--- config.mk ---
export PLATFORM = sky130hd
export DESIGN_NAME = div_64
export DESIGN_NICKNAME = d
export VERILOG_FILES = /design/src/rtl/div_64_pkg.sv /design/src/rtl/div_64.sv
export SDC_FILE = /design/constraint.sdc
export NUM_CORES = 1
export LEC_CHECK = 0
export ABC_CLOCK_PERIOD_IN_PS = 3700
export CORE_MARGIN = 2
export CORE_UTILIZATION = 50
export CTS_CLUSTER_DIAMETER = 200
export CTS_CLUSTER_SIZE = 25
export DETAILED_ROUTE_END_ITERATION = 7
export PLACE_DENSITY = 0.72
export RECOVER_POWER = 50
export SETUP_SLACK_MARGIN = 0.15
export SLEW_MARGIN = 0
export SYNTH_ARGS = -nofsm -noshare
export SYNTH_HDL_FRONTEND = slang
export SYNTH_SLANG_ARGS = --single-unit
--- constraint.sdc ---
create_clock -name clk -period 3.7 [get_ports clk]
set_input_delay 0.74 -clock clk [delete_from_list [all_inputs] [get_ports clk]]
set_output_delay 0.74 -clock clk [all_outputs]
set_load 0.005 [all_outputs]
--- src/rtl/div_64_pkg.sv ---
// Shared constants and state encoding for the 64-bit restoring divider.
//   DATA_W     : operand / quotient width
//   ITER_COUNT : number of shift-subtract iterations per division
//   CNT_W      : width of the iteration counter (must hold ITER_COUNT)
//   state_t    : controller states {IDLE, RUN}
package div_64_pkg;

   localparam int DATA_W     = 64;
   localparam int ITER_COUNT = 64;
   localparam int CNT_W      = 7;

   typedef enum logic {
      IDLE = 1'b0,
      RUN  = 1'b1
   } state_t;

endpackage : div_64_pkg

--- src/rtl/div_64.sv ---
// Unsigned 64-bit restoring divider, one quotient bit per clock, MSB first.
// Ports:
//   clk     : clock, all state updates on the rising edge
//   rst     : synchronous active-high reset
//   init_in : start request, acted on at its rising edge while IDLE only
//   A       : unsigned dividend, sampled at start
//   B       : unsigned divisor, sampled at start (B=0 yields all ones)
//   Result  : registered quotient floor(A/B), updated only on completion
//   busy    : high for exactly 64 cycles while a division runs
module div_64
   import div_64_pkg::*;
(
   input  logic              clk,
   input  logic              rst,
   input  logic              init_in,
   input  logic [DATA_W-1:0] A,
   input  logic [DATA_W-1:0] B,
   output logic [DATA_W-1:0] Result,
   output logic              busy
);

   localparam logic [CNT_W-1:0] ITER_LOAD = CNT_W'(ITER_COUNT);

   state_t            state_reg;
   logic              init_prev_reg;
   logic [DATA_W-1:0] dividend_reg;   // shifts out dividend bits, shifts in quotient bits
   logic [DATA_W-1:0] divisor_reg;
   logic [DATA_W-1:0] rem_reg;
   logic [CNT_W-1:0]  count_reg;

   logic [DATA_W:0]   shifted_rem;
   logic [DATA_W-1:0] rem_next;
   logic [DATA_W-1:0] quot_next;
   logic              q_bit;
   logic              start;

   assign start = init_in && !init_prev_reg && (state_reg == IDLE);

   // One restoring step. The shifted remainder is kept at 65 bits so that a
   // carry out of bit 63 is not lost when the divisor has its MSB set; the
   // difference always fits back into 64 bits because it is below the divisor.
   always_comb begin
      shifted_rem = {rem_reg, dividend_reg[DATA_W-1]};
      q_bit       = 1'b0;
      rem_next    = shifted_rem[DATA_W-1:0];
      if (shifted_rem >= {1'b0, divisor_reg}) begin
         q_bit    = 1'b1;
         rem_next = shifted_rem[DATA_W-1:0] - divisor_reg;
      end
      quot_next = {dividend_reg[DATA_W-2:0], q_bit};
   end

   always_ff @(posedge clk) begin
      if (rst) begin
         state_reg     <= IDLE;
         init_prev_reg <= 1'b0;
         dividend_reg  <= '0;
         divisor_reg   <= '0;
         rem_reg       <= '0;
         count_reg     <= '0;
         Result        <= '0;
         busy          <= 1'b0;
      end else begin
         init_prev_reg <= init_in;
         case (state_reg)
            IDLE: begin
               if (start) begin
                  dividend_reg <= A;
                  divisor_reg  <= B;
                  rem_reg      <= '0;
                  count_reg    <= ITER_LOAD;
                  busy         <= 1'b1;
                  state_reg    <= RUN;
               end
            end
            RUN: begin
               dividend_reg <= quot_next;
               rem_reg      <= rem_next;
               count_reg    <= count_reg - 1'b1;
               // Last iteration: publish the quotient on the same edge.
               if (count_reg == CNT_W'(1)) begin
                  Result    <= quot_next;
                  busy      <= 1'b0;
                  state_reg <= IDLE;
               end
            end
            default: state_reg <= IDLE;
         endcase
      end
   end

endmodule : div_64

==> results of run 1 <==
layout make-up:
cell class / instances / area share
clock buffers: 15 / 0.02104
clock inverters: 2 / 0.001636
inverters: 85 / 0.01896
multi-input cells: 1482 / 0.4846
flip-flops and latches: 266 / 0.3166
well taps: 378 / 0.02810
repair buffers: 218 / 0.1290
repair_timing:
item / CTS / global route
setup endpoints to repair: 1 / 4
gates cloned: 0 / 0
gates resized for setup: 1 / 3
buffers inserted: 0 / 0
through the flow:
step	util	hold slack [ns]	power, W
2_1_floorplan	-	0.4363	0.006928
3_3_place_gp	0.5873	0.4425	0.008059
3_5_place_dp	0.5873	0.4463	0.008077
4_1_cts	0.6012	0.4598	0.009754
5_1_grt	0.6008	0.4748	0.01045
6_report	0.6008	0.4558	0.009783
cells by family after synthesis:
logic type,count (synthesis)
AND/OR/NAND/NOR,741
multiplexers,8
flip-flops,266
buffers and inverters,220
adder cells (fa/ha/maj),67
AO/OA/AOI/OAI,609
XOR/XNOR,57
path summary, 6_finish.rpt:
check	start	endpoint	slack, ns	cells after the start
min	Result[33]	Result[33]	0.46	2
max	divisor_reg[1]	rem_reg[59]	0.35	13
max reg2reg	divisor_reg[1]	rem_reg[59]	0.35	13
min reg2reg	Result[33]	Result[33]	0.46	2
placed cells by master, fill, tap and decap left out, types with 11 or more instances in the layout:
cell	netlist	layout
nand2_1	495	495
a21oi_1	345	344
dfxtp_1	266	265
clkdlybuf4s50_1	0	128
nor2_1	124	124
o21ai_0	99	99
inv_1	85	85
ha_1	66	66
dlygate4sd3_1	0	66
a22o_1	40	40
xnor2_1	32	32
xor2_1	25	25
a21o_1	24	24
nand4_1	21	21
nand3_1	19	19
nor3_1	20	19
buf_4	1	17
clkbuf_16	0	14
nor2b_1	13	12
a31oi_1	11	11
worst max-delay path, stage by stage, from the launching register on:
cell and delay [ns]:
dfxtp_1 0.39, inv_1 0.07, ha_1 0.31, nor2b_1 0.15, o21ba_2 0.20, o2111ai_1 0.34, o211a_1 0.26, o21ai_0 0.13
buf_4 0.17, a21oi_1 0.49, nor4_1 0.13, o21ba_2 0.22, nor3_1 0.28, o21ai_1 0.10
metal layers:
layer	up-vias	wire (um)	part of all wire	GRT usage
met5	-	39	0.0010	0
met4	6	869	0.023	0.06532
met3	63	2693	0.072	0.05871
met2	364	16470	0.44	0.3893
met1	6270	17390	0.46	0.3224
li1	6888	-	-	-
cells in the mapped netlist, types with 6 or more instances:
library cell  number
a21o_1            24
ha_1              66
dfxtp_1          266
xnor2_1           32
or3_1              6
nand2_1          495
o21bai_1          10
nor2_1           124
o21ai_0           99
nand2b_1           8
nand4_1           21
a22o_1            40
buf_1             16
a31oi_1           11
buf_2             22
mux2i_1            7
a21oi_1          345
nand3_1           19
a32oi_1           10
clkbuf_1          94
a211oi_1           7
nor3_1            20
inv_1             85
xor2_1            25
or2_2              6
nor2b_1           13
power groups by stage:
stage / registers (W) / clock network [W] / logic [W]
after floorplan: 0.00322 / 0 / 0.00370
after global placement: 0.00327 / 0 / 0.00479
after detailed placement: 0.00327 / 0 / 0.00480
after CTS: 0.00321 / 0.00170 / 0.00484
after global routing: 0.00324 / 0.00180 / 0.00542
final: 0.00321 / 0.00166 / 0.00491
==> metrics.md, run 1 <==
| Metric | Value |
|---|---|
| Final net count | `2265` |
| Die X | `173.1 um` |
| Clock network power share | `0.170` |
| Fillers | `2691` |
| Status | `complete, but fails checks` |
| Total grt overflow | `0` |
| Final instance area | `0.01683 mm^2` |
| Fmax | `298.6 MHz` |
| Clock sink total | `266` |
| DR vias | `13590` |
| Sequential fraction of design power | `0.328` |
| Synthesized area | `0.01430 mm^2` |
| Synthesized instance count | `1968` |
| Cell Area, Placed | `0.01645 mm^2` |
| Clock Tree Root | `clkbuf_16` |
| FF+latch count, synth | `266` |
| DRC errors left | `0` |
| Startpoint types | `register` |
| Fin crit share | `0.9051` |
| Yosys top cell by area | `dfxtp_1` |
| CP arrival | `3.75 ns` |
| Mux cell area share after synthesis | `0.005685` |
| Layout cell share with drive strength beyond 1 | `0.03482` |
| Clk_lat worst skew | `0.51 ns` |
| Kind of critical path | `register to register` |
| Yosys top cell area share | `0.3723` |
| Slew @ Worst Pin | `1.844 ns` |
| Share of power burned in combinational logic | `0.502` |
| GR Util All Layers | `0.2413` |
| Vias in the first global route | `12720` |
| Final Max Tran Viols | `92` |
| Psw | `0.004020 W` |
| Netlist cell types | `69` |
| Final ANT Viol Nets | `0` |
| FFs w/ async S/R, synth | `0` |
| Post-CTS Hold Fix Bufs | `0` |
| Worst Path Max Fanout | `5` |
| Top post-synthesis cells by area | `dfxtp_1, nand2_1, a21oi_1` |
| Pre-CTS setup slack | `0.1806 ns` |
| Final Setup Violations | `0` |
| Max-Slew Margin vs Limit | `-0.2292` |
| VDD IR max | `0.4894 mV` |
| Io pins | `196` |
| Min cycle time layout | `3.349 ns` |
| TritonRoute pass-1 iters | `5` |
| P_int | `0.005764 W` |
| CORE AREA | `0.02801 mm^2` |
| Failing checks | `max-capacitance violations, max-slew violations` |
| Power Density | `581.3 mW/mm^2` |
| Leakage | `6.803 nW` |
| Number of port buffers | `195` |
| Fin Setup TNS | `0 ns` |
| Die Y | `173.1 um` |
| Xor and xnor area share after synthesis | `0.03490` |
| Clock Pin Slew Worst Setup and Hold Paths | `0.11 ns` |
| Most used DFF post-synth | `dfxtp_1` |
| Vias per inst | `5.556` |
| Syn Nets | `2166` |
| Synthesis-to-layout area growth | `17.65%` |
| Adder-cell area share of the yosys netlist | `0.05913` |
| Maxcap violations | `1` |
| Hold Vio Cnt, Final | `0` |
| Longest Clk Path Bufs | `3` |
| Worst setup margin | `0.3509 ns` |
| Initial antenna violation count | `3` |
| Diode count | `0` |
| H-Tree Depth | `1` |
| YS warnings | `0` |
| Global-route wire length before repair | `62010 um` |
| Combinational family with the most area after synthesis | `compound AO/OA/AOI/OAI gates` |
| Initial DRC count | `880` |
| Final clock skew | `0.01610 ns` |
| Worst hold path class | `register to register` |
| Register area | `0.005329 mm^2` |
| EDFF count, synth | `0` |
| Area of the multi-input gates | `0.008157 mm^2` |
| DP Cell Count | `2429` |
| WL per Instance | `15.32 um` |
| Detailed placement HPWL | `26360 um` |
| Crit path required time | `4.10 ns` |
| Worst setup EP type | `register` |
| Mean Syn Cell Area | `7.269 um^2` |
| Simple-gate share of the synthesized area | `0.2165` |
| Die area | `0.02998 mm^2` |
| Starting Density | `0.5107` |
| Switching share of power | `0.4109` |
| Num CTS Buffers | `14` |
| RSZ-0062 raised after global routing | `false` |
| Site Rows | `61` |
| Post-synthesis sequential area ratio | `0.3723` |
| Synth Area in Compound Gates | `0.2506` |
| Largest net degree at the start of global routing | `94` |
| CTS tree | `yes` |
| Placer congestion estimate | `0.9480` |
| Non-Filler Instances | `2446` |
| Post-Route WL | `37460 um` |
Note: power is estimated with default switching activity, not from simulation.
==> run 2, diff against run 1 <==
--- a/config.mk
+++ b/config.mk
@@ -11,6 +11,7 @@
 export CTS_CLUSTER_DIAMETER = 200
 export CTS_CLUSTER_SIZE = 25
 export DETAILED_ROUTE_END_ITERATION = 7
+export GPL_TIMING_DRIVEN = 0
 export PLACE_DENSITY = 0.72
 export RECOVER_POWER = 50
 export SETUP_SLACK_MARGIN = 0.15
==> run 2 against run 1 <==
  * Clock power rose by 2%
  * Worst hold slack barely moved
  * Maximum frequency fell by 0.88%
  * Critical endpoint is now rem_reg[10]
  * Critical path type unchanged
  * Sequential share of layout area fell by 0.74 points
  * The run now ends clean
  * Critical path depth rose by 1
  * Non-clock buffer count rose by 115
  * First-iteration DRC count fell by 9.0%
  * Die area did not move
  * Routed wire length rose by 10%
  * Setup slack got worse by 0.030 ns
==> metrics.md, run 2 (synthesized netlist as in run 1, its figures left out) <==
| Metric | Value |
|---|---|
| Status | `finished clean` |
| Hold Vio Cnt, Final | `0` |
| Initial DRC count | `801` |
| CP arrival | `3.78 ns` |
| Commonest non-fill, non-tap cell in the layout | `nand2_1` |
| Post-CTS Hold Fix Bufs | `0` |
| Kind of critical path | `register to register` |
| Pre-CTS setup slack | `-0.07375 ns` |
| CORE AREA | `0.02801 mm^2` |
| Die area | `0.02998 mm^2` |
| WL per Instance | `16.11 um` |
| Die X | `173.1 um` |
| GR Util All Layers | `0.2682` |
| Slew @ Worst Pin | `1.139 ns` |
| Cell count of the worst reg-to-reg path | `14` |
| Startpoint types | `register` |
| Site Rows | `61` |
| Maxcap violations | `0` |
| RSZ-0062 raised after global routing | `false` |
| Worst setup EP type | `register` |
| Number of port buffers | `194` |
| Total grt overflow | `0` |
| Global-route wire length before repair | `67350 um` |
| Crit path required time | `4.10 ns` |
| Max-Slew Margin vs Limit | `0.2379` |
| Leakage | `6.913 nW` |
| DR vias | `14090` |
| Initial antenna violation count | `3` |
| Final ANT Viol Nets | `0` |
| Starting Density | `0.5107` |
| M2 GR Usage | `0.4635` |
| Worst Hold Path Cells | `2` |
| TritonRoute pass-1 iters | `7` |
| Post-Route WL | `41250 um` |
| Clock Pin Slew Worst Setup and Hold Paths | `0.11 ns` |
| Largest net degree at the start of global routing | `26` |
| Met1 Usage GRT | `0.3263` |
| Final net count | `2380` |
| Final clock skew | `0.03090 ns` |
| GRT busiest layer | `met2` |
| Vias per inst | `5.505` |
| Clock sink total | `266` |
| Io pins | `196` |
| VDD IR max | `0.3305 mV` |
| Layout cell share with drive strength beyond 1 | `0.03666` |
| H-Tree Depth | `1` |
| Clock Tree Root | `clkbuf_16` |
| Longest Clk Path Bufs | `3` |
| Worst Path Max Fanout | `10` |
| Most frequent cells in the layout | `nand2_1, a21oi_1, dfxtp_1` |
| Clk_lat worst skew | `0.52 ns` |
| DP Cell Count | `2540` |
| Num CTS Buffers | `14` |
| Non-Filler Instances | `2560` |
| Fmax | `296.0 MHz` |
| Final Setup Violations | `0` |
| Worst hold path class | `register to register` |
| Die Y | `173.1 um` |
| Routing usage on met3 | `0.07608` |
| Diode count | `0` |
| Detailed placement HPWL | `31630 um` |
| Synthesis-to-layout area growth | `20.36%` |
| Pwr Total | `0.01019 W` |
| Final Max Tran Viols | `0` |
| Vias in the first global route | `13600` |
| Worst setup margin | `0.3213 ns` |
| CTS tree | `yes` |
| Power Density | `591.8 mW/mm^2` |
| Fin crit share | `0.9132` |
| Placer congestion estimate | `0.9084` |
| Min cycle time layout | `3.379 ns` |
| DRC errors left | `0` |
==> run 2: cell count changes in the layout (fill, tap and decap cells not counted), sizes merged <==
cell    delta
buf       +20
clkbuf    +95
clkinv     -1
==> run 2: final timing paths <==
check | startpoint | end | slack, ns
max | divisor_reg[34] | rem_reg[10] | 0.32
min | Result[49] | Result[49] | 0.46
max reg2reg | divisor_reg[34] | rem_reg[10] | 0.32
min reg2reg | Result[49] | Result[49] | 0.46
==> run 2: what timing repair did <==
item | 4_1_cts | 5_1_grt
resized for setup | 5 | 14
endpoints found under the setup margin | 29 | 64
setup buffers | 0 | 4
pin swaps | 0 | 3
==> run 2: critical path, cell delays in order (launching register included) <==
cell and delay [ns]:
dfxtp_1 0.35, inv_1 0.05, ha_1 0.27, buf_2 0.17
a21oi_2 0.20, nor2_1 0.09, o41ai_2 0.38, a41oi_2 0.23
o21ai_1 0.24, nand4_1 0.15, a311oi_2 0.32, buf_6 0.20
clkbuf_4 0.24, o21ai_0 0.13, a22o_1 0.20
==> run 2: layout make-up <==
class	instances	area, um^2
timing repair buffer	198	1972
buffer	135	561.8
inverter	85	319.1
multi-input combinational	1482	8180
tap	378	473.0
clock buffer	15	375.4
clock inverter	1	11.26
sequential	266	5325
fill	2664	10790
==> run 2: per-layer routing <==
| layer | up-vias | wire length, um |
|---|---|---|
| met2 | 382 | 19230 |
| met4 | 6 | 952 |
| met3 | 77 | 3240 |
| li1 | 7127 | - |
| met5 | - | 38 |
| met1 | 6501 | 17790 |
==> run 2: through the flow <==
step,hold WS [ns],cell area (um^2),setup TNS (ns),util
global route,0.4709,17220,0,0.6147
CTS,0.4608,17130,0,0.6114
finish,0.4559,17220,0,0.6147
global placement,0.4408,16720,-0.01763,0.5969
floorplan,0.4363,14310,0,-
detailed placement,0.4470,16720,-0.07375,0.5969
==> run 2: power by group <==
group	total [W]	internal, W	switching (W)
clock network	0.00170	0.000737	0.000961
logic	0.00528	0.00210	0.00318
registers	0.00321	0.00306	0.000153
total	0.0102	0.00590	0.00429
==> run 3, diff against run 2 <==
--- a/config.mk
+++ b/config.mk
@@ -9,10 +9,9 @@
 export CORE_MARGIN = 2
 export CORE_UTILIZATION = 50
 export CTS_CLUSTER_DIAMETER = 200
-export CTS_CLUSTER_SIZE = 25
 export DETAILED_ROUTE_END_ITERATION = 7
 export GPL_TIMING_DRIVEN = 0
-export PLACE_DENSITY = 0.72
+export PLACE_DENSITY_LB_ADDON = 0.12
 export RECOVER_POWER = 50
 export SETUP_SLACK_MARGIN = 0.15
 export SLEW_MARGIN = 0
==> run 3 against run 2 <==
  * Count of clock-buffer cells in the layout rose by 26
  * Clock skew fell by 0.016 ns
  * Die area unchanged
  * Combinational power barely moved
  * Routed wire length increased by 2.1%
  * Flip-flop and latch count unchanged
  * Largest cell class unchanged
  * Power rose by 11%
  * Sequential power is essentially flat
  * Worst hold slack got worse by 0.0064 ns
  * Clock power rose by 66%
==> metrics.md, run 3 (synthesized netlist as in run 1, its figures left out) <==
| Metric | Value |
|---|---|
| Status | `finished clean` |
| Min cycle time layout | `3.361 ns` |
| Number of port buffers | `194` |
| Site Rows | `61` |
| Commonest non-fill, non-tap cell in the layout | `nand2_1` |
| Total grt overflow | `0` |
| DR vias | `14300` |
| Maxcap violations | `0` |
| Die area | `0.02998 mm^2` |
| Fmax | `297.5 MHz` |
| Initial antenna violation count | `4` |
| Critical path origin | `divisor_reg[36]` |
| Reg2reg setup slack | `0.34 ns` |
| Global-route wire length before repair | `67920 um` |
| Worst hold path class | `register to register` |
| CORE AREA | `0.02801 mm^2` |
| Fin crit share | `0.9084` |
| Final Setup Violations | `0` |
| Clk_lat worst skew | `0.58 ns` |
| Die X | `173.1 um` |
| Io pins | `196` |
| Cell family with most CP delay | `compound AO/OA/AOI/OAI gates` |
| Most frequent cells in the layout | `nand2_1, a21oi_1, dfxtp_1` |
| CTS tree | `yes` |
| WL per Instance | `16.27 um` |
| Met2 routed WL | `19130 um` |
| Worst setup EP type | `register` |
| Final ANT Viol Nets | `0` |
| Slew @ Worst Pin | `1.383 ns` |
| Slowest cell on crit path | `o41ai_2` |
| Worst setup margin | `0.3389 ns` |
| Leakage | `7.161 nW` |
| Num CTS Buffers | `29` |
| Synthesis-to-layout area growth | `23.94%` |
| Die Y | `173.1 um` |
| Reg-to-Reg Start | `divisor_reg[36]` |
| Power Density | `636.4 mW/mm^2` |
| Vias per inst | `5.520` |
| HP Start | `Result[2]` |
| Clock Tree Root | `clkbuf_16` |
| Placer congestion estimate | `0.9453` |
| Kind of critical path | `register to register` |
| VDD IR max | `0.4178 mV` |
| Final clock skew | `0.01504 ns` |
| Worst Path Max Fanout | `10` |
| Starting Density | `0.5107` |
| Detailed placement HPWL | `31130 um` |
| DRC errors left | `0` |
| Hold Vio Cnt, Final | `0` |
| Pre-CTS setup slack | `-0.05060 ns` |
| Largest net degree at the start of global routing | `16` |
| DP Cell Count | `2540` |
| Non-Filler Instances | `2590` |
| Final Max Tran Viols | `0` |
| CP arrival | `3.82 ns` |
| Final net count | `2391` |
| Met3 routed WL | `3323 um` |
| Crit-path cells | `inv_1 > ha_1 > clkbuf_1 > a21o_1 > o41ai_2 > a41oi_2 > o21ai_1 > nand4_1 > a311oi_2 > buf_6 > buf_2 > o21ai_0 > a22o_1` |
| TritonRoute pass-1 iters | `6` |
| Met1 WL | `18110 um` |
| Initial DRC count | `870` |
| Layout cell share with drive strength beyond 1 | `0.04975` |
| Clock sink total | `266` |
| Crit path buf inv count | `4` |
| Clock Pin Slew Worst Setup and Hold Paths | `0.06 ns` |
| Vias in the first global route | `13860` |
| Max-Slew Margin vs Limit | `0.07434` |
| Top sig layer | `met5` |
| Pwr Total | `0.01128 W` |
| Post-CTS setup buffer count | `0` |
| Longest Clk Path Bufs | `3` |
| H-Tree Depth | `1` |
| Post-Route WL | `42130 um` |
| GR Util All Layers | `0.2706` |
| Post-CTS Hold Fix Bufs | `0` |
| Startpoint types | `register` |
| RSZ-0062 raised after global routing | `false` |
| Crit path required time | `4.16 ns` |
| Slowest stage delay, CP | `0.37 ns` |
run 3: changes by cell type in the layout (fill, tap and decap cells not counted), moves of 2 or more:
cell	before	now
clkbuf_8	0	8
buf_1	14	11
clkbuf_16	15	29
o21ai_1	4	7
o21ai_0	98	96
clkbuf_2	1	5
clkinv_2	0	5
clkbuf_1	95	98
buf_4	7	1
run 3: stage by stage:
stage	setup TNS, ns	util	cell area (um^2)	hold slack [ns]
final	0	0.6330	17730	0.4496
after floorplan	0	-	14310	0.4363
after global placement	0	0.5969	16720	0.4415
after CTS	0	0.6295	17630	0.4550
after global routing	0	0.6329	17730	0.4675
after detailed placement	-0.05060	0.5969	16720	0.4463
run 3: per-layer routing:
layer / GRT usage / vias up
li1: - / 7175
met1: 0.3309 / 6537
met3: 0.07146 / 114
met5: 0 / -
met4: 0.09958 / 4
met2: 0.4572 / 467
run 3: worst register-to-register path, stage by stage, from the launching register on:
cell	delay (ns)
dfxtp_1	0.33
inv_1	0.06
ha_1	0.28
clkbuf_1	0.19
a21o_1	0.27
o41ai_2	0.37
a41oi_2	0.22
o21ai_1	0.21
nand4_1	0.14
a311oi_2	0.34
buf_6	0.20
buf_2	0.27
o21ai_0	0.16
a22o_1	0.21
run 3: worst paths after layout:
kind                                    end  depth (start not counted)
worst max register to register  rem_reg[10]                         13
worst min-delay path              Result[2]                          2
worst max-delay path            rem_reg[10]                         13
worst min register to register    Result[2]                          2
run 3: area by class of cell:
| class | count | area [um^2] |
|---|---|---|
| diodes | 1 | 2.502 |
| plain buffers | 135 | 564.3 |
| clock buffers | 41 | 850.8 |
| clock inverters | 8 | 61.31 |
| fillers | 2582 | 10280 |
| inverters | 85 | 319.1 |
| multi-input cells | 1482 | 8192 |
| flip-flops and latches | 266 | 5325 |
| well taps | 378 | 473.0 |
| repair buffers | 194 | 1942 |
run 3: what timing repair did:
item,CTS,global route
setup endpoints to repair,3,64
resized for setup,1,28
pin swaps,0,2
run 3: report_power, final:
group	switching (W)	total, W	internal (W)
Combinational	0.00320	0.00525	0.00205
Clock	0.00123	0.00282	0.00159
Sequential	0.000152	0.00321	0.00306
